$ cat config.mk
export PLATFORM = sky130hd
export DESIGN_NAME = tx_req_queue_flat
export DESIGN_NICKNAME = d
export VERILOG_FILES = /design/src/rtl/tx_req_queue_if.sv /design/src/rtl/tx_req_queue.sv /design/src/flat_wrapper.sv
export SDC_FILE = /design/constraint.sdc
export NUM_CORES = 1
export LEC_CHECK = 0
export ABC_AREA = 1
export CAP_MARGIN = 25
export CORE_ASPECT_RATIO = 0.9
export CORE_MARGIN = 4
export CORE_UTILIZATION = 30
export DETAILED_ROUTE_END_ITERATION = 6
export PLACE_DENSITY = 0.57
export SLEW_MARGIN = 10
export SYNTH_ARGS = -nofsm -noshare
export SYNTH_HDL_FRONTEND = slang
export SYNTH_SLANG_ARGS = --single-unit
$ cat constraint.sdc
create_clock -name clk -period 5.1 [get_ports clk]
set_input_delay 1.53 -clock clk [delete_from_list [all_inputs] [get_ports clk]]
set_output_delay 1.53 -clock clk [all_outputs]
set_load 0.02 [all_outputs]
$ cat src/rtl/tx_req_queue_if.sv
// Memory-mapped register bus between software master and single-cycle peripherals.
// The peripheral_vital modport is the slave view used by tx_req_queue.
interface bus_protocol_if;
    logic [31:0] addr;
    logic        wen;
    logic        ren;
    logic [31:0] wdata;
    logic [31:0] rdata;
    logic        error;
    logic        request_stall;

    modport master (
        output addr, wen, ren, wdata,
        input  rdata, error, request_stall
    );

    modport peripheral_vital (
        input  addr, wen, ren, wdata,
        output rdata, error, request_stall
    );
endinterface

$ cat src/rtl/tx_req_queue.sv
// Transmit request queue: software pushes {dest,len} through bus writes, packet builder pops
// via valid/ready. Optional drain interrupt register enabled by macro TX_REQ_IRQ_EN.
module tx_req_queue #(
    parameter int DEPTH = 16
) (
    input  logic                    clk,
    input  logic                    rst,
    bus_protocol_if.peripheral_vital bus_if,
    output logic                    req_valid,
    input  logic                    req_ready,
    output logic [4:0]              req_dest,
    output logic [7:0]              req_len,
    output logic                    overrun,
    output logic                    irq
);
    localparam int PTR_W = $clog2(DEPTH);
    localparam int CNT_W = $clog2(DEPTH + 1);
    localparam logic [CNT_W-1:0] FULL_CNT = CNT_W'(DEPTH);

    localparam logic [31:0] ADDR_PUSH   = 32'h0000_3500;
    localparam logic [31:0] ADDR_COUNT  = 32'h0000_3504;
    localparam logic [31:0] ADDR_STATUS = 32'h0000_3508;
    localparam logic [31:0] ADDR_CLEAR  = 32'h0000_350C;
    localparam logic [31:0] ADDR_SENT   = 32'h0000_3510;
    localparam logic [31:0] ADDR_IRQ    = 32'h0000_3514;

    logic [12:0]      mem_q [DEPTH];
    logic [PTR_W-1:0] head_q, head_d, tail_q, tail_d;
    logic [CNT_W-1:0] count_q, count_d;
    logic             over_q, over_d;
    logic [15:0]      sent_q, sent_d;

    logic push_s, push_ok_s, pop_s, clear_s, sent_wr_s, full_s, empty_s;
    logic [12:0] head_entry_s;

    assign full_s    = (count_q == FULL_CNT);
    assign empty_s   = (count_q == '0);
    assign push_s    = bus_if.wen && (bus_if.addr == ADDR_PUSH);
    assign clear_s   = bus_if.wen && (bus_if.addr == ADDR_CLEAR);
    assign sent_wr_s = bus_if.wen && (bus_if.addr == ADDR_SENT);
    assign push_ok_s = push_s && !full_s && !clear_s;
    assign pop_s     = !empty_s && req_ready && !clear_s;

    // Next-state for pointers, occupancy, overrun flag and sent counter; CLEAR overrides push/pop.
    always_comb begin
        head_d  = head_q;
        tail_d  = tail_q;
        count_d = count_q;
        over_d  = over_q;
        sent_d  = sent_q;
        if (clear_s) begin
            head_d  = '0;
            tail_d  = '0;
            count_d = '0;
            over_d  = 1'b0;
        end else begin
            if (pop_s) begin
                head_d = head_q + PTR_W'(1);
            end else begin
                head_d = head_q;
            end
            if (push_ok_s) begin
                tail_d = tail_q + PTR_W'(1);
            end else begin
                tail_d = tail_q;
            end
            if (push_s && full_s) begin
                over_d = 1'b1;
            end else begin
                over_d = over_q;
            end
            count_d = count_q + CNT_W'(push_ok_s) - CNT_W'(pop_s);
        end
        if (sent_wr_s) begin
            sent_d = 16'd0;
        end else if (pop_s) begin
            sent_d = sent_q + 16'd1;
        end else begin
            sent_d = sent_q;
        end
    end

    // Queue control state.
    always_ff @(posedge clk) begin
        if (rst) begin
            head_q  <= '0;
            tail_q  <= '0;
            count_q <= '0;
            over_q  <= 1'b0;
            sent_q  <= 16'd0;
        end else begin
            head_q  <= head_d;
            tail_q  <= tail_d;
            count_q <= count_d;
            over_q  <= over_d;
            sent_q  <= sent_d;
        end
    end

    // Entry storage, deliberately not reset.
    always_ff @(posedge clk) begin
        if (push_ok_s && !rst) begin
            mem_q[tail_q] <= {bus_if.wdata[4:0], bus_if.wdata[15:8]};
        end
    end

    assign head_entry_s = empty_s ? 13'd0 : mem_q[head_q];
    assign req_valid    = !empty_s;
    assign req_dest     = head_entry_s[12:8];
    assign req_len      = head_entry_s[7:0];
    assign overrun      = over_q;

`ifdef TX_REQ_IRQ_EN
    logic irq_en_q, irq_en_d, drain_q, drain_d, irq_q;
    logic irq_wr_s, drain_set_s;

    // Drain event: a pop that leaves the queue empty (push in the same cycle keeps it non-empty).
    assign irq_wr_s    = bus_if.wen && (bus_if.addr == ADDR_IRQ);
    assign drain_set_s = pop_s && !push_ok_s && (count_q == CNT_W'(1));

    // IRQ register next-state; a new drain event beats a write-1-clear.
    always_comb begin
        irq_en_d = irq_en_q;
        drain_d  = drain_q;
        if (irq_wr_s) begin
            irq_en_d = bus_if.wdata[0];
        end else begin
            irq_en_d = irq_en_q;
        end
        if (drain_set_s) begin
            drain_d = 1'b1;
        end else if (irq_wr_s && bus_if.wdata[1]) begin
            drain_d = 1'b0;
        end else begin
            drain_d = drain_q;
        end
    end

    // IRQ flops; irq is registered from the next-state so it tracks the flag without extra lag.
    always_ff @(posedge clk) begin
        if (rst) begin
            irq_en_q <= 1'b0;
            drain_q  <= 1'b0;
            irq_q    <= 1'b0;
        end else begin
            irq_en_q <= irq_en_d;
            drain_q  <= drain_d;
            irq_q    <= irq_en_d && drain_d;
        end
    end

    assign irq = irq_q;
`else
    assign irq = 1'b0;
`endif

    // Combinational read mux.
    always_comb begin
        bus_if.rdata = 32'd0;
        if (bus_if.ren) begin
            case (bus_if.addr)
                ADDR_COUNT:  bus_if.rdata = 32'(count_q);
                ADDR_STATUS: bus_if.rdata = {29'd0, over_q, full_s, empty_s};
                ADDR_SENT:   bus_if.rdata = {16'd0, sent_q};
`ifdef TX_REQ_IRQ_EN
                ADDR_IRQ:    bus_if.rdata = {30'd0, drain_q, irq_en_q};
`endif
                default:     bus_if.rdata = 32'd0;
            endcase
        end else begin
            bus_if.rdata = 32'd0;
        end
    end

    assign bus_if.error         = 1'b0;
    assign bus_if.request_stall = 1'b0;
endmodule

$ cat src/flat_wrapper.sv
// flat-port wrapper written by rule: the top's interface ports become plain ports
module tx_req_queue_flat 
#(
    parameter int DEPTH = 16
)
  (clk, rst, req_valid, req_ready, req_dest, req_len, overrun, irq, bus_if_addr, bus_if_wen, bus_if_ren, bus_if_wdata, bus_if_rdata, bus_if_error, bus_if_request_stall);
  bus_protocol_if bus_if_i ();
  input  logic clk;
  input  logic rst;
  output logic req_valid;
  input  logic req_ready;
  output logic [4:0] req_dest;
  output logic [7:0] req_len;
  output logic overrun;
  output logic irq;
  input wire logic [$bits(bus_if_i.addr)-1:0] bus_if_addr;
  input wire logic [$bits(bus_if_i.wen)-1:0] bus_if_wen;
  input wire logic [$bits(bus_if_i.ren)-1:0] bus_if_ren;
  input wire logic [$bits(bus_if_i.wdata)-1:0] bus_if_wdata;
  output wire logic [$bits(bus_if_i.rdata)-1:0] bus_if_rdata;
  output wire logic [$bits(bus_if_i.error)-1:0] bus_if_error;
  output wire logic [$bits(bus_if_i.request_stall)-1:0] bus_if_request_stall;
  assign bus_if_i.addr = bus_if_addr;
  assign bus_if_i.wen = bus_if_wen;
  assign bus_if_i.ren = bus_if_ren;
  assign bus_if_i.wdata = bus_if_wdata;
  assign bus_if_rdata = bus_if_i.rdata;
  assign bus_if_error = bus_if_i.error;
  assign bus_if_request_stall = bus_if_i.request_stall;
  tx_req_queue #(.DEPTH(DEPTH)) u_core (.clk(clk), .rst(rst), .bus_if(bus_if_i), .req_valid(req_valid), .req_ready(req_ready), .req_dest(req_dest), .req_len(req_len), .overrun(overrun), .irq(irq));
endmodule
==> results of run 1 <==
worst reg2reg max path, cell delays in order (launching register included):
cell	delay (ns)
dfxtp_1	0.40
inv_1	0.08
ha_1	0.22
nand4_2	0.15
nand2_1	0.18
inv_1	0.12
o21ai_2	0.08
nor2_1	0.18
inv_1	0.08
nand2_1	0.07
ha_1	0.16
inv_1	0.05
fa_1	0.39
inv_1	0.09
a21oi_1	0.06
nor2_1	0.09
nor2_1	0.06
xor2_1	0.14
inv_1	0.05
nor2_1	0.03
registers in the layout (all words and copies together) (netlist names), named ones only:
register and count:
u_core.overrun 1, u_core.head_q 4, u_core.tail_q 4, u_core.sent_q 16
u_core.mem_q 208, u_core.count_q 5
synthesized netlist by cell type:
cell type and number:
nand4_1 4, clkbuf_1 15, nor3_1 12, fa_1 1, nand3_1 79, o21ai_2 1, nor2_1 129, o21ai_0 29
nand2_4 1, edfxtp_1 208, inv_1 57, buf_6 5, nor2_2 6, inv_2 4, o21bai_1 1, clkinv_1 1
nand3_4 1, ha_1 11, nor2_4 4, nor2_8 1, a21oi_1 92, a21oi_2 2, nand4_2 1, nand2_1 280
clkinv_4 1, buf_4 25, conb_1 1, nand2_2 4, or2_2 2, dfxtp_1 34, nand3_2 5, buf_2 20
buf_1 2, xor2_1 14, o31ai_1 26, xnor2_1 3
power by group through the flow:
stage / registers, mW / logic [mW] / clock network [mW]
after floorplan: 2.24 / 0.919 / 0
after CTS: 2.25 / 1.34 / 1.74
final: 2.25 / 1.32 / 1.71
after global routing: 2.26 / 1.47 / 1.82
after detailed placement: 2.29 / 1.33 / 0
after global placement: 2.29 / 1.32 / 0
layout by cell type, fill, tap and decap left out, types with 2 or more instances in the layout:
| master | instances |
|---|---|
| nand3_2 | 5 |
| xnor2_1 | 3 |
| or2_2 | 2 |
| nand2_2 | 4 |
| o21ai_0 | 29 |
| inv_1 | 57 |
| clkinv_1 | 9 |
| buf_4 | 37 |
| dlymetal6s2s_1 | 2 |
| conb_1 | 19 |
| nor2_4 | 4 |
| clkinv_2 | 4 |
| clkbuf_16 | 24 |
| dlygate4sd2_1 | 14 |
| edfxtp_1 | 208 |
| clkbuf_1 | 2 |
| bufinv_16 | 2 |
| buf_12 | 2 |
| nor2_1 | 129 |
| nor2_2 | 6 |
| a21oi_2 | 2 |
| a21oi_1 | 92 |
| inv_2 | 4 |
| ha_1 | 11 |
| nand4_1 | 4 |
| nand3_1 | 79 |
| clkdlybuf4s50_1 | 64 |
| nand2_1 | 280 |
| xor2_1 | 14 |
| dfxtp_1 | 32 |
| clkinv_4 | 2 |
| nor3_1 | 12 |
| o31ai_1 | 26 |
path summary, 6_finish.rpt:
kind | startpoint | to | cells past startpoint
max reg2reg | u_core.count_q[3] | u_core.count_q[4] | 19
max | bus_if_addr[10] | bus_if_rdata[4] | 11
min reg2reg | u_core.sent_q[15] | u_core.sent_q[15] | 2
min | u_core.sent_q[15] | u_core.sent_q[15] | 2
layer usage:
layer	up-vias	track usage [%]
met2	184	20.86
met3	32	2.253
li1	3821	-
met1	3679	18.59
met5	-	0
met4	0	2.710
timing repair:
item / in CTS / in global routing
resized for setup: 14 / 2
setup buffers: 0 / 0
setup endpoints to repair: 14 / 2
kinds of logic after synthesis:
| kind of cell | Yosys count | synth area share (%) |
|---|---|---|
| buffers and inverters | 130 | 5.921 |
| adder cells (fa/ha/maj) | 12 | 1.437 |
| flip-flops | 242 | 63.15 |
| AND/OR/NAND/NOR | 529 | 20.49 |
| XOR/XNOR | 17 | 1.358 |
| other | 1 | 0.03419 |
| AO/OA/AOI/OAI | 151 | 7.609 |
cell type report:
| type | count | area, µm² |
|---|---|---|
| clock buffers | 26 | 608.1 |
| clock inverters | 18 | 147.6 |
| fillers | 3603 | 23000 |
| inverters | 63 | 241.5 |
| multi-input cells | 728 | 3460 |
| flip-flops and latches | 242 | 6932 |
| well taps | 476 | 595.6 |
| repair buffers | 119 | 1106 |
stage by stage:
step                      setup WS [ns]  setup TNS, ns
after floorplan                  0.7756              0
after global placement         -0.03022        -0.1562
after detailed placement       -0.03536        -0.1582
after CTS                       0.01349              0
after global routing            0.05981              0
final                            0.2364              0
==> flow_metrics.env, run 1 <==
export IMPL_clk_path_buf_depth=3
export IMPL_stdcell_count=1672
export IMPL_power_internal_mw=3.607
export IMPL_grt_pass1_wl_mm=41.32
export IMPL_clock_fmax_ghz=0.2056
export IMPL_drv_slew=0
export IMPL_firstDrtPassIters=4
export IMPL_swShare_pct=31.71
export IMPL_clock_power_share_pct=32.4
export IMPL_startpoint_type="input pin"
export IMPL_crit_chain="clkdlybuf4s50_1 > nand2_1 > nor2_2 > nand3_2 > nor2_8 > buf_4 > nand3_1 > nand2_1 > inv_1 > nor2_1 > dlygate4sd2_1"
export IMPL_p_switching_mw=1.675
export IMPL_syn_to_final_growth_pct=19.35
export IMPL_powerDensity_nw_per_um2=403.5
export IMPL_outcome="completed"
export IMPL_core_area_um2=36090
export IMPL_skew_ns=0.02463
export IMPL_cts_clk_slew_worst_paths_ns=0.07
export IMPL_wl_met2_mm=12.02
export IMPL_pwr_share_comb_pct=25.0
export IMPL_finalSetupViolCount=0
export IMPL_cts_hold_buffers=0
export IMPL_tritoncts="yes"
export IMPL_cp_slowest_stage_delay_ns=0.48
export IMPL_worstSetupPathType="in2out"
export IMPL_slew_headroom_pct=39.39
export IMPL_ys_seq_elements=242
export IMPL_initial_core_util_pct=30.39
export IMPL_yosysWarnings=0
export IMPL_grt_max_degree=83
export IMPL_place_gp_congestion=0.7631
export IMPL_path_delay_family="buffers and inverters"
export IMPL_fin_crit_ns=4.864
export IMPL_cpMostUsedCell="nand2_1"
export IMPL_root_buffer="clkbuf_16"
export IMPL_dieArea_um2=39690
export IMPL_dpl_cell_area_um2=12350
export IMPL_post_route_period_util_pct=95.36
export IMPL_final_nets=1259
export IMPL_crit_buf_inv=4
export IMPL_power_mw=5.282
export IMPL_yosysTopAreaCell="edfxtp_1"
export IMPL_r2r_slack_ns=2.32
export IMPL_final_hold_viol_count=0
export IMPL_wl_met3_mm=1.348
export IMPL_pwr_share_seq_pct=42.6
export IMPL_drc=0
export IMPL_clock_latency_ns=0.53
export IMPL_path_max_fanout=7
export IMPL_rsz0062_at_grt="no"
export IMPL_critPathArrivalTime_ns=3.33
export IMPL_first_global_vias=7509
export IMPL_hpwl_mm=16.01
export IMPL_rows=66
export IMPL_syn_area_um2=10970
export IMPL_htree_levels=1
export IMPL_vdd_ir_drop_worst_v=0.0002179
export IMPL_grt_overflow_total=0
export IMPL_antenna_cells=0
export IMPL_yosysUniqueCellTypes=36
export IMPL_synth_top_cell_area_share_pct=56.95
export IMPL_max_slew_worst_pin_slew_ns=0.9079
export IMPL_ios=119
export IMPL_layout_drive_gt1_share_pct=9.030
export IMPL_wl_per_cell_um=15.87
export IMPL_finish_instance_area_um2=13090
export IMPL_antenna_found_initial=0
export IMPL_drtIter0Drc=641
export IMPL_vias=7716
export IMPL_chipHeight_um=189.4
export IMPL_die_w_um=209.6
export IMPL_placed_cells=1628
export IMPL_holdWs_ns=0.4817
export IMPL_cap_violations=0
export IMPL_syn_inst=1082
export IMPL_synthTopCellsByArea="edfxtp_1, nand2_1, dfxtp_1"
export IMPL_hold_path_class="reg2reg"
export IMPL_p_leak_nw=4.867
export IMPL_routed_via_density=4.615
export IMPL_met1_length_mm=12.65
export IMPL_final_util_pct=36.27
export IMPL_wirelength_mm=26.54
export IMPL_dr_max_layer_used="met4"
export IMPL_grt_usage_pct=12.98
export IMPL_yosysSeqAreaShare_pct=63.15
export IMPL_cts_sinks=242
export IMPL_cp_required_ns=3.57
export IMPL_cp_end_kind="output pin"
export IMPL_avgSynthCellArea_um2=10.14
export IMPL_ant_nets=0
export IMPL_slowest_stage="clkdlybuf4s50_1"
export IMPL_numPortBuffers=80
export IMPL_cts_made_buffers=24
Power figures use the tool's default switching activity.
==> run 2: changes to the inputs <==
--- a/config.mk
+++ b/config.mk
@@ -11,6 +11,7 @@
 export CORE_MARGIN = 4
 export CORE_UTILIZATION = 30
 export DETAILED_ROUTE_END_ITERATION = 6
+export HOLD_SLACK_MARGIN = 0.12
 export PLACE_DENSITY = 0.57
 export SLEW_MARGIN = 10
 export SYNTH_ARGS = -nofsm -noshare
==> results of run 2 <==
The final DEF is identical to that of run 1; final timing and power are the same.
==> run 3: changes to the inputs <==
--- a/config.mk
+++ b/config.mk
@@ -13,7 +13,7 @@
 export DETAILED_ROUTE_END_ITERATION = 6
 export HOLD_SLACK_MARGIN = 0.12
 export PLACE_DENSITY = 0.57
-export SLEW_MARGIN = 10
+export SLEW_MARGIN = 5
 export SYNTH_ARGS = -nofsm -noshare
 export SYNTH_HDL_FRONTEND = slang
 export SYNTH_SLANG_ARGS = --single-unit
==> results of run 3 <==
The final DEF is identical to that of run 1; final timing and power are the same.
==> RTL change, RTL diff (settings of run 3) <==
`DEPTH` is set to 16 in 2 places; all go to 8.
--- a/src/rtl/tx_req_queue.sv
+++ b/src/rtl/tx_req_queue.sv
@@ -2,5 +2,5 @@
 // via valid/ready. Optional drain interrupt register enabled by macro TX_REQ_IRQ_EN.
 module tx_req_queue #(
-    parameter int DEPTH = 16
+    parameter int DEPTH = 8
 ) (
     input  logic                    clk,
--- a/src/flat_wrapper.sv
+++ b/src/flat_wrapper.sv
@@ -2,5 +2,5 @@
 module tx_req_queue_flat 
 #(
-    parameter int DEPTH = 16
+    parameter int DEPTH = 8
 )
   (clk, rst, req_valid, req_ready, req_dest, req_len, overrun, irq, bus_if_addr, bus_if_wen, bus_if_ren, bus_if_wdata, bus_if_rdata, bus_if_error, bus_if_request_stall);
Formal check against the unedited RTL: same outputs for any inputs over 4 cycles, from zero or initial values; that may be too few to reach the edited logic, so the function may still have changed.
==> RTL change against run 3 <==
  * Worst hold slack improved by 0.0012 ns
  * Sequential share of layout area fell by 7.3 points
  * Clock skew fell by 0.018 ns
  * Count of clock-buffer cells in the layout fell by 9
  * Area after synthesis fell by 42%
  * Fmax fell by 2.3%
  * Total power fell by 37%
  * Worst setup slack got worse by 0.11 ns
  * Sequential cell count fell by 108
  * Critical path depth fell by 2
  * Design area fell by 38%
  * Wire length fell by 43%
  * Critical path type unchanged
  * Highest routed layer unchanged
==> RTL change: results <==
group,metric,value,unit
synth,syn_area_per_cell,9.52,sq um
clock_tree,numCtsBuffers,17,
global_routing,grtUsageTotal,0.127,
synth,synth_common_cells,"129 x nor2_1, 104 x edfxtp_1, 86 x nand2_1, 64 x o21ai_0, 51 x inv_1",
worst_setup_path,cpPeakStageDelay,0.62,ns
detailed_routing,first_pass_iters,5,
detailed_routing,drtIter0Drc,301,
synth,ys_types,35,
clock_tree,insertion_delay,0.42,ns
global_routing,first_global_vias,4676,
detailed_routing,wl_per_cell,14.1,um
power_and_ir_drop,power.leakage,3.18,nW
detailed_routing,met3_length,629,um
worst_setup_path,rrSetupSlack,2.29,ns
final_layout,final_cells,1061,
global_routing,gr-usage-met3,0.0246,
global_routing,use_met1,0.166,
detailed_routing,dr_total_vias,4833,
synth,synth_area_leaders,"edfxtp_1 49%, dfxtp_1 9.4%, nor2_1 7.6%",
placed_design,gp_congestion,0.793,
worst_setup_path,rr_worst_depth,12,
global_routing,grt_pass1_wl,24100,um
detailed_routing,wl_met2,7360,um
placed_design,hpwl,9450,um
clock_tree,cts-resized-gates,0,
timing,fin_worst_skew,0.00613,ns
final_layout,drive_gt1_frac,0.107,
timing,slew_headroom,0.369,
outcome,status,"complete, no violations",
placed_design,dpl_worst_slack,0.0368,ns
## RTL change: changes by cell type in the layout (fill, tap and decap cells not counted), moves of 26 or more
cell,change
a21oi_1,-76
edfxtp_1,-104
nand2_1,-194
nand3_1,-33
o21ai_0,+35
o31ai_1,-26
## RTL change: where the power goes
part / internal, mW / switching, mW / leakage [nW]
clock network: 0.705 / 0.539 / 0.295
registers: 1.20 / 0.0172 / 1.18
logic: 0.336 / 0.543 / 1.71
total: 2.24 / 1.10 / 3.18
## RTL change: worst max-delay path by stage
| stage | end | cells past startpoint | from | slack, ns |
|---|---|---|---|---|
| 6_report | bus_if_rdata[6] | 9 | bus_if_addr[10] | 0.12 |
| 5_1_grt | bus_if_rdata[6] | 9 | bus_if_addr[10] | 0.02 |
| 4_1_cts | bus_if_rdata[13] | 9 | bus_if_addr[10] | 0.02 |
| 3_5_place_dp | bus_if_rdata[13] | 9 | bus_if_addr[10] | 0.04 |
| 3_3_place_gp | bus_if_rdata[0] | 10 | bus_if_addr[10] | 0.06 |
| 2_1_floorplan | bus_if_rdata[10] | 8 | bus_if_addr[14] | 0.82 |
## RTL change: cells by family after synthesis
| family | count (synthesis) | synth area share |
|---|---|---|
| AO/OA/AOI/OAI | 119 | 0.105 |
| flip-flops | 134 | 0.581 |
| other | 1 | 0.000585 |
| XOR/XNOR | 10 | 0.0137 |
| adder cells (fa/ha/maj) | 9 | 0.0187 |
| AND/OR/NAND/NOR | 300 | 0.206 |
| buffers and inverters | 100 | 0.0746 |
## RTL change: cell type report
class | count | area (sq um)
Tap cell | 286 | 358
Fill cell | 2024 | 12700
Sequential cell | 134 | 3720
Clock inverter | 15 | 171
Timing Repair Buffer | 99 | 993
Clock buffer | 17 | 425
Multi-Input combinational cell | 457 | 2290
Inverter | 53 | 199
